[src/rtl/sda_mmio_ctrl.sv]
// LC-3 MIO front end for the seven-segment display adapter: decodes the three
// SDA registers, issues one load strobe per write and returns the R pulse.
module sda_mmio_ctrl #(
  parameter logic [15:0] SDAER_ADDR  = 16'hFE20,
  parameter logic [15:0] SDADR_ADDR  = 16'hFE22,
  parameter logic [15:0] SDASR_ADDR  = 16'hFE24,
  parameter int          ACK_TIMEOUT = 4
) (
  input  logic        clk,
  input  logic        rst_n,
  input  logic        MIO_EN,
  input  logic        R_W,
  input  logic [15:0] MAR,
  input  logic [15:0] MDR,
  input  logic        WR,
  input  logic [15:0] SDAER,
  input  logic [15:0] SDADR,
  input  logic [15:0] SDASR,
  output logic        HIT,
  output logic        LD_SDAER,
  output logic        LD_SDADR,
  output logic        LD_SDASR,
  output logic [15:0] MDR_OUT,
  output logic [15:0] RD_DATA,
  output logic        R,
  output logic        ERR
);

  typedef enum logic [2:0] {
    S_IDLE, S_WRITE, S_WAIT_ACK, S_READ, S_DONE, S_RELEASE
  } state_t;

  state_t      r_state, w_next;
  logic [2:0]  w_sel, r_sel, r_ld;
  logic [15:0] r_mdr_out, r_rd_data, w_rd;
  logic [3:0]  r_cnt, w_cnt_nx;
  logic        r_r, r_err, w_timeout;
  logic        w_unused;

  // Only the low bits of each SDA register are implemented.
  assign w_unused  = ^{SDAER[15:1], SDADR[15:1], SDASR[15:3]};

  assign w_sel     = {MAR == SDASR_ADDR, MAR == SDADR_ADDR, MAR == SDAER_ADDR};
  assign HIT       = MIO_EN & (|w_sel);
  assign w_cnt_nx  = r_cnt + 4'd1;
  assign w_timeout = (w_cnt_nx == 4'(ACK_TIMEOUT));

  always_ff @(posedge clk or negedge rst_n) begin
    if (!rst_n) r_state <= S_IDLE;
    else        r_state <= w_next;
  end

  always_comb begin
    w_next = r_state;
    case (r_state)
      S_IDLE:     if (HIT) w_next = R_W ? S_WRITE : S_READ;
      S_WRITE:    w_next = S_WAIT_ACK;
      S_WAIT_ACK: if (WR || w_timeout) w_next = S_DONE;
      S_READ:     w_next = S_DONE;
      S_DONE:     w_next = S_RELEASE;
      S_RELEASE:  if (!MIO_EN) w_next = S_IDLE;
      default:    w_next = S_IDLE;
    endcase
  end

  always_comb begin
    w_rd = '0;
    if (r_sel[0])      w_rd = {15'b0, SDAER[0]};
    else if (r_sel[1]) w_rd = {15'b0, SDADR[0]};
    else if (r_sel[2]) w_rd = {13'b0, SDASR[2:0]};
  end

  // Strobe is registered on the accept edge so it is high for exactly the WRITE cycle.
  always_ff @(posedge clk or negedge rst_n) begin
    if (!rst_n) begin
      r_sel     <= '0;
      r_ld      <= '0;
      r_mdr_out <= '0;
      r_rd_data <= '0;
      r_cnt     <= '0;
      r_err     <= 1'b0;
      r_r       <= 1'b0;
    end else begin
      r_ld <= '0;
      r_r  <= (w_next == S_DONE);
      case (r_state)
        S_IDLE: if (HIT) begin
          r_sel <= w_sel;
          if (R_W) begin
            r_ld      <= w_sel;
            r_mdr_out <= MDR;
          end
        end
        S_WRITE: begin
          r_err <= 1'b0;
          r_cnt <= '0;
        end
        S_WAIT_ACK: if (!WR) begin
          r_cnt <= w_cnt_nx;
          if (w_timeout) r_err <= 1'b1;
        end
        S_READ: begin
          r_rd_data <= w_rd;
          r_err     <= 1'b0;
        end
        default: ;
      endcase
    end
  end

  assign LD_SDAER = r_ld[0];
  assign LD_SDADR = r_ld[1];
  assign LD_SDASR = r_ld[2];
  assign MDR_OUT  = r_mdr_out;
  assign RD_DATA  = r_rd_data;
  assign R        = r_r;
  assign ERR      = r_err;

endmodule

[config.mk]
export PLATFORM = sky130hd
export DESIGN_NAME = sda_mmio_ctrl
export DESIGN_NICKNAME = d
export VERILOG_FILES = /design/src/rtl/sda_mmio_ctrl.sv
export SDC_FILE = /design/constraint.sdc
export NUM_CORES = 1
export LEC_CHECK = 0
export CORE_MARGIN = 3
export CORE_UTILIZATION = 35
export CTS_BUF_LIST = sky130_fd_sc_hd__clkbuf_2 sky130_fd_sc_hd__clkbuf_4 sky130_fd_sc_hd__clkbuf_8
export DETAILED_ROUTE_END_ITERATION = 6
export MAX_ROUTING_LAYER = met4
export PLACE_DENSITY_LB_ADDON = 0.2
export SETUP_SLACK_MARGIN = 0.15
export SLEW_MARGIN = 10
export SYNTH_ARGS = -nofsm -noshare
export SYNTH_HDL_FRONTEND = slang
export SYNTH_SLANG_ARGS = --single-unit
[constraint.sdc]
create_clock -name clk -period 7.82 [get_ports clk]
set_input_delay 2.346 -clock clk [delete_from_list [all_inputs] [get_ports clk]]
set_output_delay 2.346 -clock clk [all_outputs]
set_load 0.03 [all_outputs]
**Yosys cells after proc, flatten, opt, wreduce, memory -nomap -nowiden**

Index checks and enable logic that the tools add are counted.

- Bits in registers: 47
- Bits in latches: 0
- Bits in writable memories: 0
- Bits in read-only memories: 0
- Input port bits: 85
- Output and inout port bits: 38
- Word-level logic and storage cells: 48
- Memories: 0

- Add/subtract/negate cells: 1
- Multiply operators: 0
- Divide/modulo/power cells: 0
- Magnitude comparators: 0
- Equal/unequal tests: 12
- Shift operators: 0
- Multiplexer cells: 16
- Bitwise logic cells: 1
- Reduce and logical (&&, ||, !) cells: 10

Operators by type and width:

| operator | number |
|---|---|
| equality test 16 bit (second input constant) | 3 |
| 2-to-1 mux 3 bit | 9 |
| one-hot mux 3 bit (6 select lines) | 1 |
| equality test 3 bit (second input constant) | 3 |
| one-hot mux 4 bit (2 select lines) | 1 |
| equality test 3 x 2 -> 1 bit (second input constant) | 2 |
| AND reduction 3 bit | 2 |
| adder 4 x 1 -> 4 bit (second input constant) | 1 |
| equality test 4 x 3 -> 1 bit (second input constant) | 1 |
| 2-to-1 mux 4 bit | 1 |
| inequality test 2 bit (second input constant) | 2 |
| AND reduction 2 bit | 2 |
| nonzero test 2 bit | 2 |
| equality test 3 x 1 -> 1 bit (second input constant) | 1 |
| logical NOT 3 bit | 1 |
| OR reduction 3 bit | 1 |
| 2-to-1 mux 1 bit | 2 |
| 2-to-1 mux 2 bit | 1 |
| one-hot mux 1 bit (2 select lines) | 1 |
| OR reduction 2 bit | 1 |
| bitwise AND 1 bit | 1 |
| logical OR 1 bit | 1 |

**Logic depth before layout (Yosys ltp)**

Gate-level depths: netlist (run 1).

- Depth after elaboration: 6
- Depth in mapped cells: 5
- Gate-level depth less buffers: 5

**Worst setup path before layout (run 1)**

OpenSTA, ideal clock, no wires.

- Path kind: input port to output port
- Start: input port MAR[7]
- End: output port HIT
- Arrival: 4.320 ns
- Data required time: 5.474 ns
- Path slack: 1.154 ns
- Stages on the path: 3
- Path buffers: 0
- Cell sequence: or4b_1 or3b_2 nor4_1

- Longest elaborated chain between the ends: 3
- Elaborated cells between the ends (all ways): 5
- Those cells by class: eq/ne (3); bitwise (1); reduce/logical (1)

Ends and longest elaborated chain:

| item | RTL line | RTL |
|---|---|---|
| start: declaration | 13 | `input logic [15:0] MAR,` |
| equality test 16 bit | 43 | `assign w_sel = {MAR == SDASR_ADDR, MAR == SDADR_ADDR, MAR == SDAER_ADDR};` |
| OR reduction 3 bit (*) | 44 | `assign HIT = MIO_EN & (\|w_sel);` |
| bitwise AND 1 bit (*) | 44 |  |
| end: declaration | 19 | `output logic HIT,` |

Every way passes the cells marked *; elsewhere a longest branch is shown, timed or not.

**Worst setup path after layout (run 1)**

Same ends and word-level chain as after synthesis.

==> results.yml, run 1 <==
hold_path:
  hp-start: "RD_DATA[0]$_DFFE_PN0P_"
  hold_path.class: "register to register"
critical_path:
  crit_family: "simple AND/OR/NAND/NOR gates"
  slowest_stage: "clkdlybuf4s50_1"
  r2r-start: "r_state[1]$_DFF_PN0_"
  worst_ep_arrival_time_ns: 4.73
  start_kind: "input port"
  cp-end-kind: "output port"
  path_common_cell: "clkdlybuf4s50_1"
  crit_type: "input port to output port"
  critPathMaxStageDelay_ns: 0.72
  crit_path_start: "MAR[7]"
  cp.required_ns: 5.47
  critPathBufInv: 2
  path_max_fanout: 3
  rrSetupSlack_ns: 5.92
  crit_chain: "clkdlybuf4s50_1 -> or4b_1 -> or3b_2 -> nor4_1 -> clkdlybuf4s50_1"
synth:
  yosysSeqAreaShare: 0.512
  synth_edf_count: 0
  synth_commonest_cells: "dfrtp_1, buf_4, mux2_4"
  synth_cell_types: 37
  synth_flop_cell: "dfrtp_1"
  yosysWarningCount: 0
  syn_area_per_cell_sq_um: 12.1
  yosys.area.top_type: "dfrtp_1"
  ys_async_sr_fraction: 1.00
  yosys-top-cells-area: "dfrtp_1, mux2_4, buf_4"
  syn_area_sq_mm: 0.00166
  synth_seq_cells: 34
  yosysMostFrequentCell: "dfrtp_1"
  netlist.area_leader.share: 0.512
  synth_cells: 137
finish:
  final_nets: 293
  fillers: 381
  multiInputGateArea_sq_um: 722
  drive_above_1_share: 0.144
  diodes: 0
  fin_cells: 260
  seqCellArea_sq_um: 851
  syn_to_final_growth_pct: 46.4
floorplan:
  start_util: 0.372
  die_area_sq_mm: 0.00561
  die_h_um: 74.9
  io_pins: 123
  die_w_um: 74.9
  rows: 24
  core_area_sq_mm: 0.00447
clock_network:
  cts_root_buffer: "clkbuf_8"
  cts_buffers: 5
  clk_latency_ns: 0.28
  post_cts_buffers: 0
  clkSinkCount: 34
  cts.path.max_buffers: 2
  hold_buffers: 0
  clkTransAtPathRegs_ns: 0.07
  htree_levels: 2
  cts_tree: "yes"
  cts-resized-gates: 0
routing:
  vias: 1290
  vias_per_cell: 4.96
  drt-total-wl_mm: 3.76
  wl_per_cell_um: 14.4
  antenna_left: 0
  drc: 0
  drtPass1Iterations: 4
  drt-initial-drc-count: 50
placed_design:
  hpwl_mm: 2.99
  globalplace.congestion: 0.861
  dp.cells: 252
  port_buffers: 66
  post-place-ws_ns: 0.720
power:
  p_total_uw: 506
  power_density_mw_per_mm2: 208
  leakage_nw: 1.09
  vdd_drop_max_v: 0.0000890
sta:
  setup_viol_count_final: 0
  fmax_mhz: 141
  report.final.slew_viol_count: 0
  period_needed_ns: 7.08
  setup_ws_ns: 0.743
  finalHoldViolCount: 0
  fin_tns_setup_ns: 0
  skew_ns: 0.00481
  final.period_utilization: 0.905
  rsz0062_at_grt: "no"
global_routing:
  antenna_found_initial: 0
  grt_max_degree: 35
  grt_overflow_total: 0
  grt_pass1_vias: 1321
  grt_first_pass_wirelength_mm: 5.91
  track_usage: 0.144
outcome:
  outcome: "complete, no violations"
flow_run:
  maxCapViolCount: 0
-- placed cells by master, fill, tap and decap left out, drive strengths merged, types with 4 or more instances in the layout --
cell / count
a21oi: 7
clkbuf: 5
clkdlybuf4s50: 66
conb: 13
dfrtp: 34
inv: 5
mux2: 16
nand2: 7
nor2: 4
nor3: 5
o21ai: 9
-- report_power, final --
| part | switching, mW | internal [mW] |
|---|---|---|
| Clock | 0.0610 | 0.0937 |
| Combinational | 0.0667 | 0.0577 |
| Sequential | 0.0312 | 0.195 |
-- layer usage --
metal | up-vias | global-route usage | share of wire
met5 | - | - | 0
met4 | 0 | 0.0474 | 0.015
met3 | 6 | 0.0414 | 0.080
met2 | 63 | 0.242 | 0.52
met1 | 609 | 0.164 | 0.39
li1 | 612 | - | -
-- metrics by stage --
stage	instance area, sq um	util	hold slack (ns)
CTS	2430	0.544	0.487
detailed placement	2320	0.520	0.470
finish	2430	0.544	0.480
global placement	2320	0.520	0.465
floorplan	1710	-	0.477
global route	2430	0.544	0.510
-- worst min-delay path: stages, from the launching register on --
cell and delay [ns]:
dfrtp_1 0.34, nand2_1 0.04, o21ai_0 0.06
-- final timing paths --
kind / endpoint / depth (start not counted)
worst max-delay path: HIT / 5
worst min-delay path: RD_DATA[0]$_DFFE_PN0P_ / 2
worst max register to register: MDR_OUT[14]$_DFFE_PN0P_ / 3
worst min register to register: RD_DATA[0]$_DFFE_PN0P_ / 2
max in group asynchronous: r_state[0]$_DFF_PN0_ / 2
min in group asynchronous: r_state[1]$_DFF_PN0_ / 2
-- logic make-up after synthesis --
kind of cell               after synthesis  synth area share
and+or+nand+nor                         35             0.151
DFF                                     34             0.512
AOI/OAI and AO/OA                       27             0.103
buffers and inverters                   21            0.0813
muxes                                   18             0.143
adders and majority gates                1           0.00752
other                                    1           0.00226
-- flip-flops by register name, indices dropped and copies added (netlist names) --
signal,count
r_ld,3
r_cnt,4
ERR,1
RD_DATA,3
R,1
MDR_OUT,16
r_sel,3
r_state,3
-- layout make-up --
type | instances | area share
clock buffers | 5 | 0.0283
clock inverters | 3 | 0.0165
inverters | 5 | 0.00771
multi-input cells | 94 | 0.297
flip-flops and latches | 34 | 0.350
well taps | 52 | 0.0267
repair buffers | 67 | 0.275
No activity file was read; power rests on OpenSTA's default activity.
==> inputs of run 2 (changes only) <==
clock period = 8.3 ns   (was 7.82 ns; I/O delays follow)
==> results of run 2 <==
The final DEF is identical to that of run 1. Status: complete, no violations.
Main changes from that run: setup slack after placement 0.720 ns -> 0.912 ns; setup slack after layout 0.743 ns -> 0.935 ns; register-to-register setup slack 5.92 ns -> 6.40 ns; total power 0.506 mW -> 0.476 mW; worst IR drop on VDD 0.0000890 V -> 0.0000839 V
